[src/rtl/button_debounce_pkg.sv]
// Shared definitions for the button debouncer.
//   state_t       : FSM state encoding
//   ms_to_cycles  : converts a time in milliseconds to clock cycles
package button_debounce_pkg;

  typedef enum logic [1:0] {
    RELEASED     = 2'b00,
    PRESS_WAIT   = 2'b01,
    PRESSED      = 2'b10,
    RELEASE_WAIT = 2'b11
  } state_t;

  // freq_hz is a multiple of 1000, so dividing first keeps the product in range.
  function automatic int unsigned ms_to_cycles(input int unsigned freq_hz,
                                               input int unsigned msecs);
    return (freq_hz / 1000) * msecs;
  endfunction

endpackage

[src/rtl/sync_2ff.sv]
// Two-flop synchronizer for a single asynchronous input pin.
//   clk_i : destination clock
//   rst_i : asynchronous active-high reset, loads INIT into both flops
//   d_i   : asynchronous input
//   q_o   : synchronized output (two cycles of latency)
module sync_2ff #(
  parameter logic INIT = 1'b0
) (
  input  logic clk_i,
  input  logic rst_i,
  input  logic d_i,
  output logic q_o
);

  logic r_meta;
  logic r_sync;

  always_ff @(posedge clk_i or posedge rst_i) begin
    if (rst_i) begin
      r_meta <= INIT;
      r_sync <= INIT;
    end else begin
      r_meta <= d_i;
      r_sync <= r_meta;
    end
  end

  assign q_o = r_sync;

endmodule

[src/rtl/button_debounce.sv]
// Debouncer for a mechanical button with press/release/long-press pulses.
//   clk_i     : clock, rising edge
//   rst_i     : asynchronous active-high reset
//   btn_i     : raw asynchronous button pin (ACTIVE level = pressed)
//   level_o   : debounced state, 1 = pressed
//   press_o   : one-cycle pulse on a debounced press
//   release_o : one-cycle pulse on a debounced release
//   long_o    : one-cycle pulse once a press has lasted LNG cycles
module button_debounce
  import button_debounce_pkg::*;
#(
  parameter int unsigned FREQ       = 125000000,
  parameter int unsigned MSECS      = 20,
  parameter int unsigned LONG_MSECS = 1000,
  parameter logic        ACTIVE     = 1'b0
) (
  input  logic clk_i,
  input  logic rst_i,
  input  logic btn_i,
  output logic level_o,
  output logic press_o,
  output logic release_o,
  output logic long_o
);

  localparam int unsigned DEB = ms_to_cycles(FREQ, MSECS);
  localparam int unsigned LNG = ms_to_cycles(FREQ, LONG_MSECS);
  localparam int unsigned DW  = $clog2(DEB);
  localparam int unsigned LW  = $clog2(LNG + 1);

  localparam logic [DW-1:0] DEB_LAST = DW'(DEB - 1);
  localparam logic [LW-1:0] LNG_MAX  = LW'(LNG);
  localparam logic [LW-1:0] LNG_PRE  = LW'(LNG - 1);

  logic          w_sync;
  logic          w_act;

  state_t        r_state;
  state_t        w_state_nxt;
  logic [DW-1:0] r_deb_cnt;
  logic [DW-1:0] w_deb_nxt;
  logic [LW-1:0] r_long_cnt;
  logic [LW-1:0] w_long_nxt;
  logic [LW-1:0] w_long_sat;
  logic          w_long_hit;

  logic          r_level;
  logic          r_press;
  logic          r_release;
  logic          r_long;
  logic          w_level_nxt;
  logic          w_press_nxt;
  logic          w_release_nxt;
  logic          w_long_pulse_nxt;

  sync_2ff #(
    .INIT (~ACTIVE)
  ) u_sync (
    .clk_i (clk_i),
    .rst_i (rst_i),
    .d_i   (btn_i),
    .q_o   (w_sync)
  );

  assign w_act = (w_sync == ACTIVE);

  // Saturating long-press count; the hit flag marks the single step onto LNG,
  // which is what keeps long_o from repeating within one press.
  assign w_long_sat = (r_long_cnt == LNG_MAX) ? r_long_cnt : r_long_cnt + LW'(1);
  assign w_long_hit = (r_long_cnt == LNG_PRE);

  always_comb begin
    w_state_nxt      = r_state;
    w_deb_nxt        = r_deb_cnt;
    w_long_nxt       = r_long_cnt;
    w_press_nxt      = 1'b0;
    w_release_nxt    = 1'b0;
    w_long_pulse_nxt = 1'b0;

    case (r_state)
      RELEASED: begin
        if (w_act) begin
          w_state_nxt = PRESS_WAIT;
          w_deb_nxt   = '0;
        end
      end

      PRESS_WAIT: begin
        if (!w_act) begin
          w_state_nxt = RELEASED;
        end else if (r_deb_cnt == DEB_LAST) begin
          w_state_nxt = PRESSED;
          w_press_nxt = 1'b1;
          w_long_nxt  = '0;
        end else begin
          w_deb_nxt = r_deb_cnt + DW'(1);
        end
      end

      PRESSED: begin
        w_long_nxt       = w_long_sat;
        w_long_pulse_nxt = w_long_hit;
        if (!w_act) begin
          w_state_nxt = RELEASE_WAIT;
          w_deb_nxt   = '0;
        end
      end

      RELEASE_WAIT: begin
        // The button still counts as held while a release is being confirmed,
        // so a rejected release bounce leaves the long-press timing untouched.
        // On the confirming cycle the long count is frozen so long_o can never
        // coincide with release_o.
        if (w_act) begin
          w_state_nxt      = PRESSED;
          w_long_nxt       = w_long_sat;
          w_long_pulse_nxt = w_long_hit;
        end else if (r_deb_cnt == DEB_LAST) begin
          w_state_nxt   = RELEASED;
          w_release_nxt = 1'b1;
        end else begin
          w_deb_nxt        = r_deb_cnt + DW'(1);
          w_long_nxt       = w_long_sat;
          w_long_pulse_nxt = w_long_hit;
        end
      end

      default: begin
        w_state_nxt = RELEASED;
        w_deb_nxt   = '0;
        w_long_nxt  = '0;
      end
    endcase

    w_level_nxt = (w_state_nxt == PRESSED) || (w_state_nxt == RELEASE_WAIT);
  end

  always_ff @(posedge clk_i or posedge rst_i) begin
    if (rst_i) begin
      r_state    <= RELEASED;
      r_deb_cnt  <= '0;
      r_long_cnt <= '0;
      r_level    <= 1'b0;
      r_press    <= 1'b0;
      r_release  <= 1'b0;
      r_long     <= 1'b0;
    end else begin
      r_state    <= w_state_nxt;
      r_deb_cnt  <= w_deb_nxt;
      r_long_cnt <= w_long_nxt;
      r_level    <= w_level_nxt;
      r_press    <= w_press_nxt;
      r_release  <= w_release_nxt;
      r_long     <= w_long_pulse_nxt;
    end
  end

  assign level_o   = r_level;
  assign press_o   = r_press;
  assign release_o = r_release;
  assign long_o    = r_long;

endmodule

[config.mk]
export PLATFORM = sky130hd
export DESIGN_NAME = button_debounce
export DESIGN_NICKNAME = d
export VERILOG_FILES = /design/src/rtl/button_debounce_pkg.sv /design/src/rtl/sync_2ff.sv /design/src/rtl/button_debounce.sv
export SDC_FILE = /design/constraint.sdc
export NUM_CORES = 1
export LEC_CHECK = 0
export CAP_MARGIN = 25
export CORE_MARGIN = 3
export CORE_UTILIZATION = 53
export DETAILED_ROUTE_END_ITERATION = 8
export DONT_BUFFER_PORTS = 1
export MAX_ROUTING_LAYER = met4
export PLACE_DENSITY = 0.72
export SYNTH_ARGS = -nofsm -noshare
export SYNTH_HDL_FRONTEND = slang
export SYNTH_HIERARCHICAL = 1
export SYNTH_SLANG_ARGS = --single-unit
export TNS_END_PERCENT = 100
[constraint.sdc]
create_clock -name clk_i -period 5.9 [get_ports clk_i]
set_input_delay 1.18 -clock clk_i [delete_from_list [all_inputs] [get_ports clk_i]]
set_output_delay 1.18 -clock clk_i [all_outputs]
set_load 0.05 [all_outputs]
## After elaboration in Yosys (flattened, before gate mapping)

Cells that the tools add are included.

| word-level totals | value |
|---|---|
| flip-flop bits (word level) | 57 |
| bits in latches | 0 |
| RAM bits | 0 |
| bits in read-only memories | 0 |
| input port bits | 3 |
| output and inout port bits | 4 |
| word-level logic and storage cells | 57 |
| memories | 0 |

| operators by class | value |
|---|---|
| add/sub/neg operators | 2 |
| multipliers | 0 |
| div/mod/pow operators | 0 |
| $lt $le $gt $ge | 0 |
| equal/unequal tests | 14 |
| shifts and indexed selects | 0 |
| muxes and demuxes | 27 |
| bitwise logic cells | 0 |
| reductions and logical operators | 5 |

Operators with widths:

| kind | count |
|---|---|
| two-way mux 27 bit | 5 |
| two-way mux 22 bit | 5 |
| one-hot mux 22 bit (4 select lines) | 1 |
| one-hot mux 27 bit (3 select lines) | 1 |
| == test 27 bit, second input constant | 2 |
| adder 27 x 1 -> 27 bit, second input constant | 1 |
| adder 22 x 1 -> 22 bit, second input constant | 1 |
| == test 22 bit, second input constant | 1 |
| two-way mux 2 bit | 6 |
| == test 2 bit, second input constant | 4 |
| one-hot mux 2 bit (4 select lines) | 1 |
| AND reduction 4 bit | 2 |
| two-way mux 1 bit | 7 |
| inequality test 2 bit, second input constant | 3 |
| inequality test 2 x 1 -> 1 bit, second input constant | 2 |
| inequality test 3 bit, second input constant | 1 |
| nonzero test 3 bit | 1 |
| == test 2 x 1 -> 1 bit, second input constant | 1 |
| logical NOT 2 bit | 1 |
| one-hot mux 1 bit (2 select lines) | 1 |
| logical OR 1 bit | 1 |

## Logic depth before layout (Yosys ltp)

| logic depth | value |
|---|---|
| depth after elaboration | 6 |
| depth in mapped cells | 9 |
| depth with buffers taken out | 7 |

## Modules after synthesis

Netlist, hierarchy kept.

By module, submodules not included:

| module | instances | cells each | area each (um2) | sequential area each (um2) |
|---|---|---|---|---|
| button_debounce | 1 | 324 | 2999.1 | 1376.3 |
| sync_2ff | 1 | 3 | 56.3 | 52.6 |

## Least setup slack after synthesis

OpenSTA, ideal clock, no wires.

| timing path | value |
|---|---|
| path kind | register -> register |
| start point | reg r_deb_cnt[15] |
| end point | reg r_long_cnt[25] |
| library setup time | 0.087 ns |
| arrival time | 2.056 ns |
| required time | 5.813 ns |
| setup slack | 3.758 ns |
| cell stages (with the launch flop) | 7 |
| buffers on the path | 0 |
| clock period less this slack | 2.142 ns |
| path through | dfrtp_1 or4b_4 nor4_4 a21oi_2 nand3b_4 or4b_1 o211ai_1 |

| between the ends | value |
|---|---|
| word-level cells in the longest chain between the ends | 3 |
| elaborated cells on any way between the ends | 4 |
| those cells by class | eq/ne (3); reduce/logical (1) |

Ends and longest elaborated chain:

| what | line | RTL |
|---|---|---|
| from (decl) | button_debounce.sv:40 | `logic [DW-1:0] r_deb_cnt;` |
| from (signal assigned) | button_debounce.sv:149 | `r_deb_cnt <= w_deb_nxt;` |
| == test 22 bit * | button_debounce.sv:91, button_debounce.sv:118 |  |
| inequality test 3 bit (no line) or inequality test 2 bit (tied branches) | - |  |
| AND reduction 4 bit (no line) * | - |  |
| to (signal assigned) | button_debounce.sv:150 | `r_long_cnt <= w_long_nxt;` |
| to (decl) | button_debounce.sv:42 | `logic [LW-1:0] r_long_cnt;` |

Mark *: on every way between the ends. The rest lies on a longest branch, timed or not.
A chain may end at the register's enable or synchronous reset.

## Final worst setup path

| timing path | value |
|---|---|
| start point | reg r_state[1] |
| end point | reg r_long_cnt[14] |

| between the ends | value |
|---|---|
| word-level cells in the longest chain between the ends | 3 |
| elaborated cells on any way between the ends | 9 |
| those cells by class | eq/ne (6); mux (1); reduce/logical (2) |

Ends and longest elaborated chain:

| what | line | RTL |
|---|---|---|
| from (decl) | button_debounce.sv:38 | `state_t r_state;` |
| from (signal assigned) | button_debounce.sv:148 | `r_state <= w_state_nxt;` |
| == test 2 bit or == test 2 x 1 -> 1 bit (tied branches) | button_debounce.sv:80 | `case (r_state)` |
| inequality test 3 bit (no line) (tied with other cells) | - |  |
| AND reduction 4 bit (no line) | - |  |

Parallel ways exist; a longest one is shown, timed or not.

==> flow_results.xml <==
<?xml version="1.0" encoding="UTF-8"?>
<metrics>
  <group name="global_route">
    <metric name="grt_pass1_wl" unit="mm">10.87</metric>
    <metric name="track_usage" unit="%">21.96</metric>
    <metric name="antenna_found_initial" unit="">0</metric>
    <metric name="grt_overflow" unit="">0</metric>
    <metric name="grt_max_degree" unit="">36</metric>
    <metric name="first_global_vias" unit="">2347</metric>
  </group>
  <group name="clock_tree">
    <metric name="path_clk_slew" unit="ps">70</metric>
    <metric name="htree_num_levels" unit="">3</metric>
    <metric name="max_clock_buf_depth" unit="">2</metric>
    <metric name="numClockSinks" unit="">57</metric>
    <metric name="tritoncts.num_buffers" unit="">9</metric>
    <metric name="ctsRootBufferMaster" unit="">clkbuf_8</metric>
    <metric name="tritoncts" unit="">built</metric>
    <metric name="cts_hold_repair.buffers" unit="">0</metric>
    <metric name="insertion_delay" unit="ps">340</metric>
    <metric name="cts-resized-gates" unit="">0</metric>
    <metric name="post_cts.repair.setup_buffers" unit="">0</metric>
  </group>
  <group name="finish">
    <metric name="layout.filler_cells" unit="">509</metric>
    <metric name="drive_gt1_share" unit="%">8.709</metric>
    <metric name="number_of_nets_at_the_end_of_the_flow" unit="">334</metric>
    <metric name="antennaDiodeCount" unit="">0</metric>
    <metric name="register_area" unit="sq um">1429</metric>
    <metric name="area.growth.synth_to_final" unit="%">8.149</metric>
    <metric name="final_design_area_no_fill" unit="sq um">3304</metric>
    <metric name="post_layout_utilization_of_the_core" unit="%">59.64</metric>
    <metric name="final-instance-count-excl-fill" unit="">405</metric>
    <metric name="multi_input_area" unit="sq um">1523</metric>
  </group>
  <group name="timing">
    <metric name="rsz0062_at_grt" unit="">no</metric>
    <metric name="report.final.setup_viol" unit="">0</metric>
    <metric name="layout_worst_path_cycle_share" unit="%">51.24</metric>
    <metric name="max_freq" unit="MHz">330.8</metric>
    <metric name="tightestPinTransition" unit="ps">965.1</metric>
    <metric name="setup_total_negative_slack" unit="ps">0</metric>
    <metric name="min_period" unit="ps">3023</metric>
    <metric name="report.final.slew_viol_count" unit="">0</metric>
    <metric name="hold_violations" unit="">0</metric>
    <metric name="remaining_max_slew_budget_at_the_tightest_pin" unit="%">35.50</metric>
    <metric name="fin_worst_skew" unit="ps">6.337</metric>
    <metric name="fin_ws" unit="ps">2877</metric>
  </group>
  <group name="placed_design">
    <metric name="portBuffers" unit="">0</metric>
    <metric name="dpl.cell_count" unit="">389</metric>
    <metric name="place.detailed.hpwl" unit="mm">4.275</metric>
    <metric name="gp_congestion" unit="">0.8579</metric>
    <metric name="placed_area" unit="sq um">3094</metric>
    <metric name="dp_worst_setup_slack" unit="ps">2882</metric>
  </group>
  <group name="synthesis">
    <metric name="share_of_the_yosys_chip_area_belonging_to_registers" unit="%">46.76</metric>
    <metric name="synthesis.instances" unit="">327</metric>
    <metric name="post_synth_main_area_contributors" unit="">dfrtp_1 45%, xor2_1 4.9%, nand2_1 4.5%</metric>
    <metric name="ys_async_sr_fraction" unit="%">100.0</metric>
    <metric name="synth_top_area_share" unit="%">45.05</metric>
    <metric name="yosysTopAreaCell" unit="">dfrtp_1</metric>
    <metric name="syn-num-nets" unit="">333</metric>
    <metric name="syn-mean-instance-area" unit="sq um">9.344</metric>
    <metric name="synth_warnings" unit="">6</metric>
    <metric name="ys_dominant_reg_cell" unit="">dfrtp_1</metric>
    <metric name="yosys_register_bits" unit="">57</metric>
    <metric name="synthDistinctLibCells" unit="">48</metric>
    <metric name="synth_edf_count" unit="">0</metric>
    <metric name="synth.cell_area" unit="sq um">3055</metric>
  </group>
  <group name="worst_setup_path">
    <metric name="crit_type" unit="">reg -&gt; reg</metric>
    <metric name="path_cells" unit="">or4b_1 -&gt; nor4_1 -&gt; nand4_1 -&gt; nand3_1 -&gt; or3_1 -&gt; o21ai_0</metric>
    <metric name="worstPathBufferInverterCount" unit="">0</metric>
    <metric name="slowest_stage" unit="">dfrtp_1</metric>
    <metric name="path_delay_family" unit="">simple AND/OR/NAND/NOR gates</metric>
    <metric name="crit_fanout" unit="">23</metric>
    <metric name="worstPathArrival" unit="ps">3240</metric>
    <metric name="reg2reg_slack" unit="ps">2880</metric>
    <metric name="timing.critical_path.from" unit="">r_state[1]</metric>
    <metric name="worstSetupStartpointType" unit="">flop</metric>
    <metric name="path_depth" unit="">6</metric>
    <metric name="r2r_end" unit="">r_long_cnt[14]</metric>
    <metric name="critical_path.endpoint" unit="">r_long_cnt[14]</metric>
    <metric name="critical_path.reg2reg.startpoint" unit="">r_state[1]</metric>
    <metric name="required" unit="ps">6120</metric>
    <metric name="delay_of_the_slowest_critical_path_stage" unit="ps">830</metric>
    <metric name="timing.critical_path.to_type" unit="">flop</metric>
    <metric name="reg2reg_depth" unit="">6</metric>
  </group>
  <group name="route">
    <metric name="drt_first_iter_violations" unit="">230</metric>
    <metric name="detailedRoute.firstPassIterationCount" unit="">4</metric>
    <metric name="route.detailed.wl_per_inst" unit="um">15.49</metric>
    <metric name="detail_route.wirelength" unit="mm">6.272</metric>
    <metric name="drcViolationCount" unit="">0</metric>
    <metric name="routed-via-count" unit="">2435</metric>
    <metric name="detail_route.vias_per_cell" unit="">6.012</metric>
    <metric name="post_detailed_route_count_of_antenna_violating_nets" unit="">0</metric>
  </group>
  <group name="worst_hold_path">
    <metric name="hold_class" unit="">reg -&gt; reg</metric>
  </group>
  <group name="status">
    <metric name="run_status" unit="">finished, final reports clean</metric>
  </group>
  <group name="power_and_ir_drop">
    <metric name="worst_vdd_rail_ir_drop" unit="mV">0.1611</metric>
    <metric name="power.leakage" unit="nW">1.383</metric>
    <metric name="power_per_cell_area" unit="nW/um^2">245.1</metric>
  </group>
  <group name="floorplan">
    <metric name="std_cell_rows" unit="">27</metric>
    <metric name="design.die.area" unit="sq um">6712</metric>
    <metric name="chipHeight" unit="um">81.93</metric>
    <metric name="core" unit="sq um">5540</metric>
    <metric name="boundaryPins" unit="">7</metric>
    <metric name="horizontal_extent_of_the_die" unit="um">81.93</metric>
    <metric name="initial_core_utilization" unit="%">55.15</metric>
  </group>
  <group name="flow_run">
    <metric name="maxCapViolCount" unit="">0</metric>
  </group>
</metrics>
==> cell type report <==
type / count / area share, %
Clock buffer: 10 / 3.862
Clock inverter: 6 / 2.499
Inverter: 10 / 1.136
Multi-Input combinational cell: 248 / 46.08
Sequential cell: 57 / 43.24
Tap cell: 72 / 2.726
Timing Repair Buffer: 2 / 0.4544
==> Yosys cell counts, types with 3 or more instances <==
library cell,instances
o41ai_1,6
or4b_1,5
buf_4,3
ha_1,3
o21ai_0,20
nor2_1,32
o211ai_1,4
and3_1,7
o31ai_1,12
o21a_1,3
xor2_1,17
nand4_1,16
a31oi_1,5
nor4_1,7
a21oi_1,6
nand2_1,37
xnor2_1,3
nand3_1,23
inv_1,10
and2_1,6
o21ai_1,3
clkbuf_1,6
dfrtp_1,55
or3_1,5
nor3_1,5
==> sequential cells by signal, summed over array words and instances (netlist names) <==
signal and count:
release_o 1, level_o 1, r_state 2, long_o 1, press_o 1, u_sync/r_meta 1, u_sync/q_o 1, r_deb_cnt 22
r_long_cnt 27
==> per-layer routing <==
layer / vias to the layer above / track usage [%] / part of all wire, %
met2: 40 / 34.98 / 49
met1: 1184 / 26.03 / 46
met3: 7 / 7.566 / 3.7
li1: 1204 / - / -
met5: - / - / 0
met4: 0 / 7.309 / 1.2
==> worst min path at each step <==
stage,from,to,cells after the start
after floorplan,u_sync/r_meta,u_sync/q_o,0
after global placement,u_sync/r_meta,u_sync/q_o,0
after detailed placement,u_sync/r_meta,u_sync/q_o,0
after CTS,u_sync/r_meta,u_sync/q_o,0
after global routing,u_sync/r_meta,u_sync/q_o,0
final,u_sync/r_meta,u_sync/q_o,0
==> kinds of logic after synthesis <==
kind of cell,synth area share (%)
compound gates,12.78
xor+xnor,5.733
fa+ha+maj,1.229
buf+inv,3.399
flops,46.76
mux,0.6552
simple gates,29.44
==> power breakdown <==
part / switching, mW / internal, mW / leakage [nW]
Combinational: 0.0140 / 0.00441 / 0.492
Sequential: 0.00620 / 0.395 / 0.785
Clock: 0.155 / 0.235 / 0.106
==> metrics by stage <==
stage	power [mW]	hold slack, ps
final	0.8100	357.2
after CTS	0.8187	356.8
after global routing	0.8454	362.9
after detailed placement	0.4275	349.6
after global placement	0.4271	346.1
after floorplan	0.4210	345.2
==> placed cells by master, fill, tap and decap left out, types with 9 or more instances in the layout <==
cell type / instances
nand4_1: 16
clkbuf_8: 9
dfrtp_1: 55
nand2_1: 37
inv_1: 9
xor2_1: 17
nand3_1: 23
o31ai_1: 12
o21ai_0: 20
nor2_1: 32
No activity file was read; power rests on OpenSTA's default activity.
